==> src/rtl/pipe_stage_reg.sv <==
`timescale 1ns/1ps
`default_nettype none
// ============================================================================
// pipe_stage_reg : valid/ready pipeline-stage register with optional skid entry,
//                  synchronous flush and saturating back-pressure counter.
// Revision       : 1.0
// ============================================================================
module pipe_stage_reg #(
  parameter int              WIDTH       = 32,
  parameter logic [WIDTH-1:0] RESET_VALUE = '0,
  parameter int              SKID        = 1,
  parameter int              CNT_W       = 16
) (
  input  logic             Clk,
  input  logic             Reset,
  input  logic [WIDTH-1:0] in,
  input  logic             in_valid,
  output logic             in_ready,
  input  logic             en,
  input  logic             flush,
  output logic [WIDTH-1:0] out,
  output logic             out_valid,
  input  logic             out_ready,
  output logic [CNT_W-1:0] stall_count
);

  logic [WIDTH-1:0] main_data_q, main_data_d;
  logic [WIDTH-1:0] skid_data_q, skid_data_d;
  logic             main_valid_q, main_valid_d;
  logic             skid_full_q, skid_full_d;
  logic [CNT_W-1:0] stall_q, stall_d;
  logic             in_ready_w;
  logic             accept;
  logic             consume;

  generate
    if (SKID != 0) begin : g_skid
      // Registered ready: tracks the next-state skid occupancy so it drops
      // the cycle after the skid entry fills.
      logic in_ready_q;
      always_ff @(posedge Clk) begin
        if (Reset) in_ready_q <= 1'b1;
        else       in_ready_q <= ~skid_full_d;
      end
      assign in_ready_w = in_ready_q;
    end else begin : g_noskid
      assign in_ready_w = ~main_valid_q | out_ready;
    end
  endgenerate

  always_comb begin
    main_data_d  = main_data_q;
    skid_data_d  = skid_data_q;
    main_valid_d = main_valid_q;
    skid_full_d  = skid_full_q;
    stall_d      = stall_q;
    accept       = en & in_valid & in_ready_w;
    consume      = en & main_valid_q & out_ready;

    if (flush) begin
      main_valid_d = 1'b0;
      skid_full_d  = 1'b0;
    end else if (SKID != 0) begin
      if (!main_valid_q) begin
        if (accept) begin
          main_data_d  = in;
          main_valid_d = 1'b1;
        end
      end else if (!skid_full_q) begin
        if (accept && consume) begin
          main_data_d = in;
        end else if (accept) begin
          skid_data_d = in;
          skid_full_d = 1'b1;
        end else if (consume) begin
          main_valid_d = 1'b0;
        end
      end else if (consume) begin
        main_data_d = skid_data_q;
        skid_full_d = 1'b0;
      end
    end else begin
      if (accept) begin
        main_data_d  = in;
        main_valid_d = 1'b1;
      end else if (consume) begin
        main_valid_d = 1'b0;
      end
    end

    if (en && main_valid_q && !out_ready && !flush && (stall_q != {CNT_W{1'b1}}))
      stall_d = stall_q + CNT_W'(1);
  end

  always_ff @(posedge Clk) begin
    if (Reset) begin
      main_data_q  <= RESET_VALUE;
      skid_data_q  <= RESET_VALUE;
      main_valid_q <= 1'b0;
      skid_full_q  <= 1'b0;
      stall_q      <= '0;
    end else begin
      main_data_q  <= main_data_d;
      skid_data_q  <= skid_data_d;
      main_valid_q <= main_valid_d;
      skid_full_q  <= skid_full_d;
      stall_q      <= stall_d;
    end
  end

  assign in_ready    = in_ready_w;
  assign out         = main_data_q;
  assign out_valid   = main_valid_q;
  assign stall_count = stall_q;

endmodule
`default_nettype wire
==> config.mk <==
export PLATFORM = sky130hd
export DESIGN_NAME = pipe_stage_reg
export DESIGN_NICKNAME = d
export VERILOG_FILES = /design/src/rtl/pipe_stage_reg.sv
export SDC_FILE = /design/constraint.sdc
export NUM_CORES = 1
export LEC_CHECK = 0
export CORE_ASPECT_RATIO = 0.5
export CORE_MARGIN = 10
export CORE_UTILIZATION = 44
export CTS_CLUSTER_SIZE = 28
export DETAILED_ROUTE_END_ITERATION = 6
export PLACE_DENSITY = 0.77
export SLEW_MARGIN = 20
export SYNTH_ARGS = -nofsm -noshare
export SYNTH_HDL_FRONTEND = slang
export SYNTH_SLANG_ARGS = --single-unit
==> constraint.sdc <==
create_clock -name Clk -period 1.7 [get_ports Clk]
set_input_delay 0.425 -clock Clk [delete_from_list [all_inputs] [get_ports Clk]]
set_output_delay 0.425 -clock Clk [all_outputs]
set_load 0.01 [all_outputs]
==> flow_metrics.py <==
metrics = {
    "yosys": {
        "synth-simple-area-share_pct": 28.8,
        "yosys.area.top_type": "dfxtp_1",
        "synth_cell_type_count": 36,
        "ys_async_sr_fraction_pct": 0,
        "synth_top_family_by_area": "simple AND/OR/NAND/NOR gates",
        "synth-xor-area-share_pct": 0.252,
        "syn-instance-count": 433,
        "synth_seq_cells": 83,
        "ys.flop_type": "dfxtp_1",
        "syn_avg_cell_area_um2": 8.03,
        "synthesis.area_um2": 3480,
        "synth.top_cell.area_share_pct": 47.8,
        "synth-seq-area-share_pct": 47.8,
        "synth_compound_area_share_pct": 17.7,
        "synth_nets": 472,
        "muxShareOfSynthArea_pct": 0.936,
        "synth_edf_count": 0,
        "synth_adder_area_share_pct": 0.360,
        "synth_area_leaders": "dfxtp_1 48%, nand2_1 11%, a311oi_1 8.1%",
        "yosysWarningCount": 0,
    },
    "sta": {
        "setup_violations": 4,
        "hold_viol": 0,
        "tns_ps": -431,
        "period_minus_slack_ps": 1890,
        "worst_pin_slew_ps": 590,
        "worst_slack_ps": -195,
        "post-route-period-util_pct": 111,
        "rsz0062_at_grt": "true",
        "slew_viol_final": 0,
        "max_freq_mhz": 528,
        "finClkSkew_ps": 4.75,
        "slew_headroom_pct": 60.7,
    },
    "clock_network": {
        "cts_tree": "done",
        "clk_pin_slew_ps": 60,
        "clock_latency_ps": 340,
        "cts_max_path_buffers": 2,
        "cts_buffers": 9,
        "cts_root_buffer": "clkbuf_16",
        "cts_sinks": 83,
        "cts-htree-levels": 3,
        "hold_buffers": 0,
    },
    "job": {
        "maxCapViolCount": 0,
    },
    "power": {
        "vdd_drop_max_mv": 0.560,
        "p_leak_nw": 2.12,
        "p_int_w": 0.00344,
        "p_per_area_nw_per_um2": 820,
        "seq_power_share_pct": 45.5,
        "p_switching_w": 0.000981,
        "pwr-share-comb_pct": 9.5,
        "swShare_pct": 22.2,
        "pwr-share-clk_pct": 45.0,
    },
    "hold_path": {
        "hp-start": "skid_data_q[6]",
        "hp-class": "reg2reg",
    },
    "global_route": {
        "grt_overflow": 0,
        "grt_max_degree": 36,
        "grt_pass1_wl_mm": 17.1,
        "grtUsageTotal_pct": 16.6,
        "antenna_found_initial": 0,
        "grt_pass1_vias": 3356,
    },
    "status": {
        "violations": "negative setup slack",
        "status": "finished, violations left",
    },
    "route": {
        "drc": 0,
        "antenna_left": 0,
        "via_per_inst": 5.54,
        "vias": 3704,
        "first_iter_violations": 378,
        "wl_per_cell_um": 16.4,
        "routed_wl_mm": 11.0,
        "drt_pass1_iterations": 5,
    },
    "layout": {
        "final_cell_area_um2": 5390,
        "area_growth_pct": 55.0,
        "final_nets": 595,
        "layout-drive-gt1-share_pct": 20.0,
        "n_fill_cell": 560,
        "final_cell_mix": "103 x nand2_1, 71 x dfxtp_1, 56 x clkdlybuf4s50_1, 48 x buf_4, 41 x nor2_1",
        "final_common_cell": "nand2_1",
        "num_antenna_cells": 0,
    },
    "placement": {
        "dp.final_hpwl_mm": 6.69,
        "portBuffers": 87,
        "dpl-instance-area_um2": 4790,
        "gp_congestion": 0.815,
    },
    "floorplanning": {
        "ios": 88,
        "dieArea_um2": 12100,
        "coreArea_um2": 7510,
        "die_h_um": 82.9,
        "initial_core_util_pct": 46.3,
        "dieWidth_um": 146,
        "rows": 22,
    },
    "worst_setup_path": {
        "cp.required_ps": 1970,
        "r2r_start": "stall_count[9]",
        "crit_start": "stall_count[9]",
        "crit_fanout": 5,
        "worst_setup_path_end_kind": "register",
        "critPathArrivalTime_ps": 2170,
        "startpoint_type": "register",
        "crit_type": "reg2reg",
    },
}
-- synth_stat cells, types with 2 or more instances --
master,n
a311oi_1,32
nor4_1,6
a211oi_1,2
nand2_1,103
and3_1,3
nand4_1,5
o21ai_0,6
nor2b_1,2
dfxtp_1,83
and4_1,2
a21oi_1,42
or3_1,6
nor3_1,4
nand3_1,38
mux2_2,2
nor2_1,42
or4_1,2
buf_2,4
o31ai_1,3
clkbuf_1,30
-- layout make-up --
| class | count | area [um2] | area share, % |
|---|---|---|---|
| tap | 108 | 135 | 2.51 |
| clock inverter | 4 | 47.5 | 0.882 |
| multi-input combinational | 314 | 1810 | 33.6 |
| sequential | 83 | 1690 | 31.3 |
| timing repair buffer | 147 | 1450 | 26.8 |
| clock buffer | 12 | 258 | 4.78 |
| inverter | 1 | 3.75 | 0.0696 |
-- power by group through the flow --
stage	Combinational [W]	Clock, W	Sequential (W)
finish	0.000420	0.00199	0.00201
detailed placement	0.000390	0	0.00206
global placement	0.000387	0	0.00206
CTS	0.000413	0.00202	0.00201
global route	0.000451	0.00211	0.00202
floorplan	0.000137	0	0.00207
-- sequential cells by signal, summed over array words and instances, names as in the netlist --
register / cells
skid_full_q: 1
out: 32
stall_count: 16
skid_data_q: 32
in_ready: 1
out_valid: 1
-- critical path, cell delays in order (launching register included) --
cell     delay (ps)
dfxtp_2         320
buf_4           120
nand3_1         170
or4_4           590
or4_4           500
a21oi_2         130
-- layer usage --
metal  share of wire (%)  up-vias  global-route usage, %
li1                    -     1799                      -
met4                 1.0        0                   4.71
met1                  42     1770                   19.8
met3                 6.8       10                   5.41
met2                  51      125                   28.1
met5                   0        -                      0
-- kinds of logic after synthesis --
kind of cell,Yosys count
flops,83
mux,3
fa+ha+maj,1
xor+xnor,1
compound gates,90
buf+inv,36
simple gates,219
-- path summary, 6_finish.rpt --
path,depth (start not counted),slack (ps),endpoint
worst max-delay path,5,-190,stall_count[15]
worst min-delay path,2,460,skid_data_q[6]
worst max register to register,5,-190,stall_count[15]
worst min register to register,2,460,skid_data_q[6]
-- repair_timing --
action                     in CTS  in global routing
pin swaps                       3                 10
setup endpoints to repair      94                 55
gates cloned                    2                  0
resized for setup              27                 30
buffers inserted                9                  4
-- per-stage QoR --
stage               cells  hold slack (ps)  total power (W)  setup WS [ps]  utilization, %
detailed placement    638              447          0.00245           -612            63.8
global route          669              470          0.00457           -204            71.7
finish                669              455          0.00442           -195            71.7
CTS                   665              455          0.00444           -106            69.8
floorplan             433              437          0.00221          -24.4               -
global placement      638              442          0.00244           -551            63.8
(Power assumes the default switching activity.)
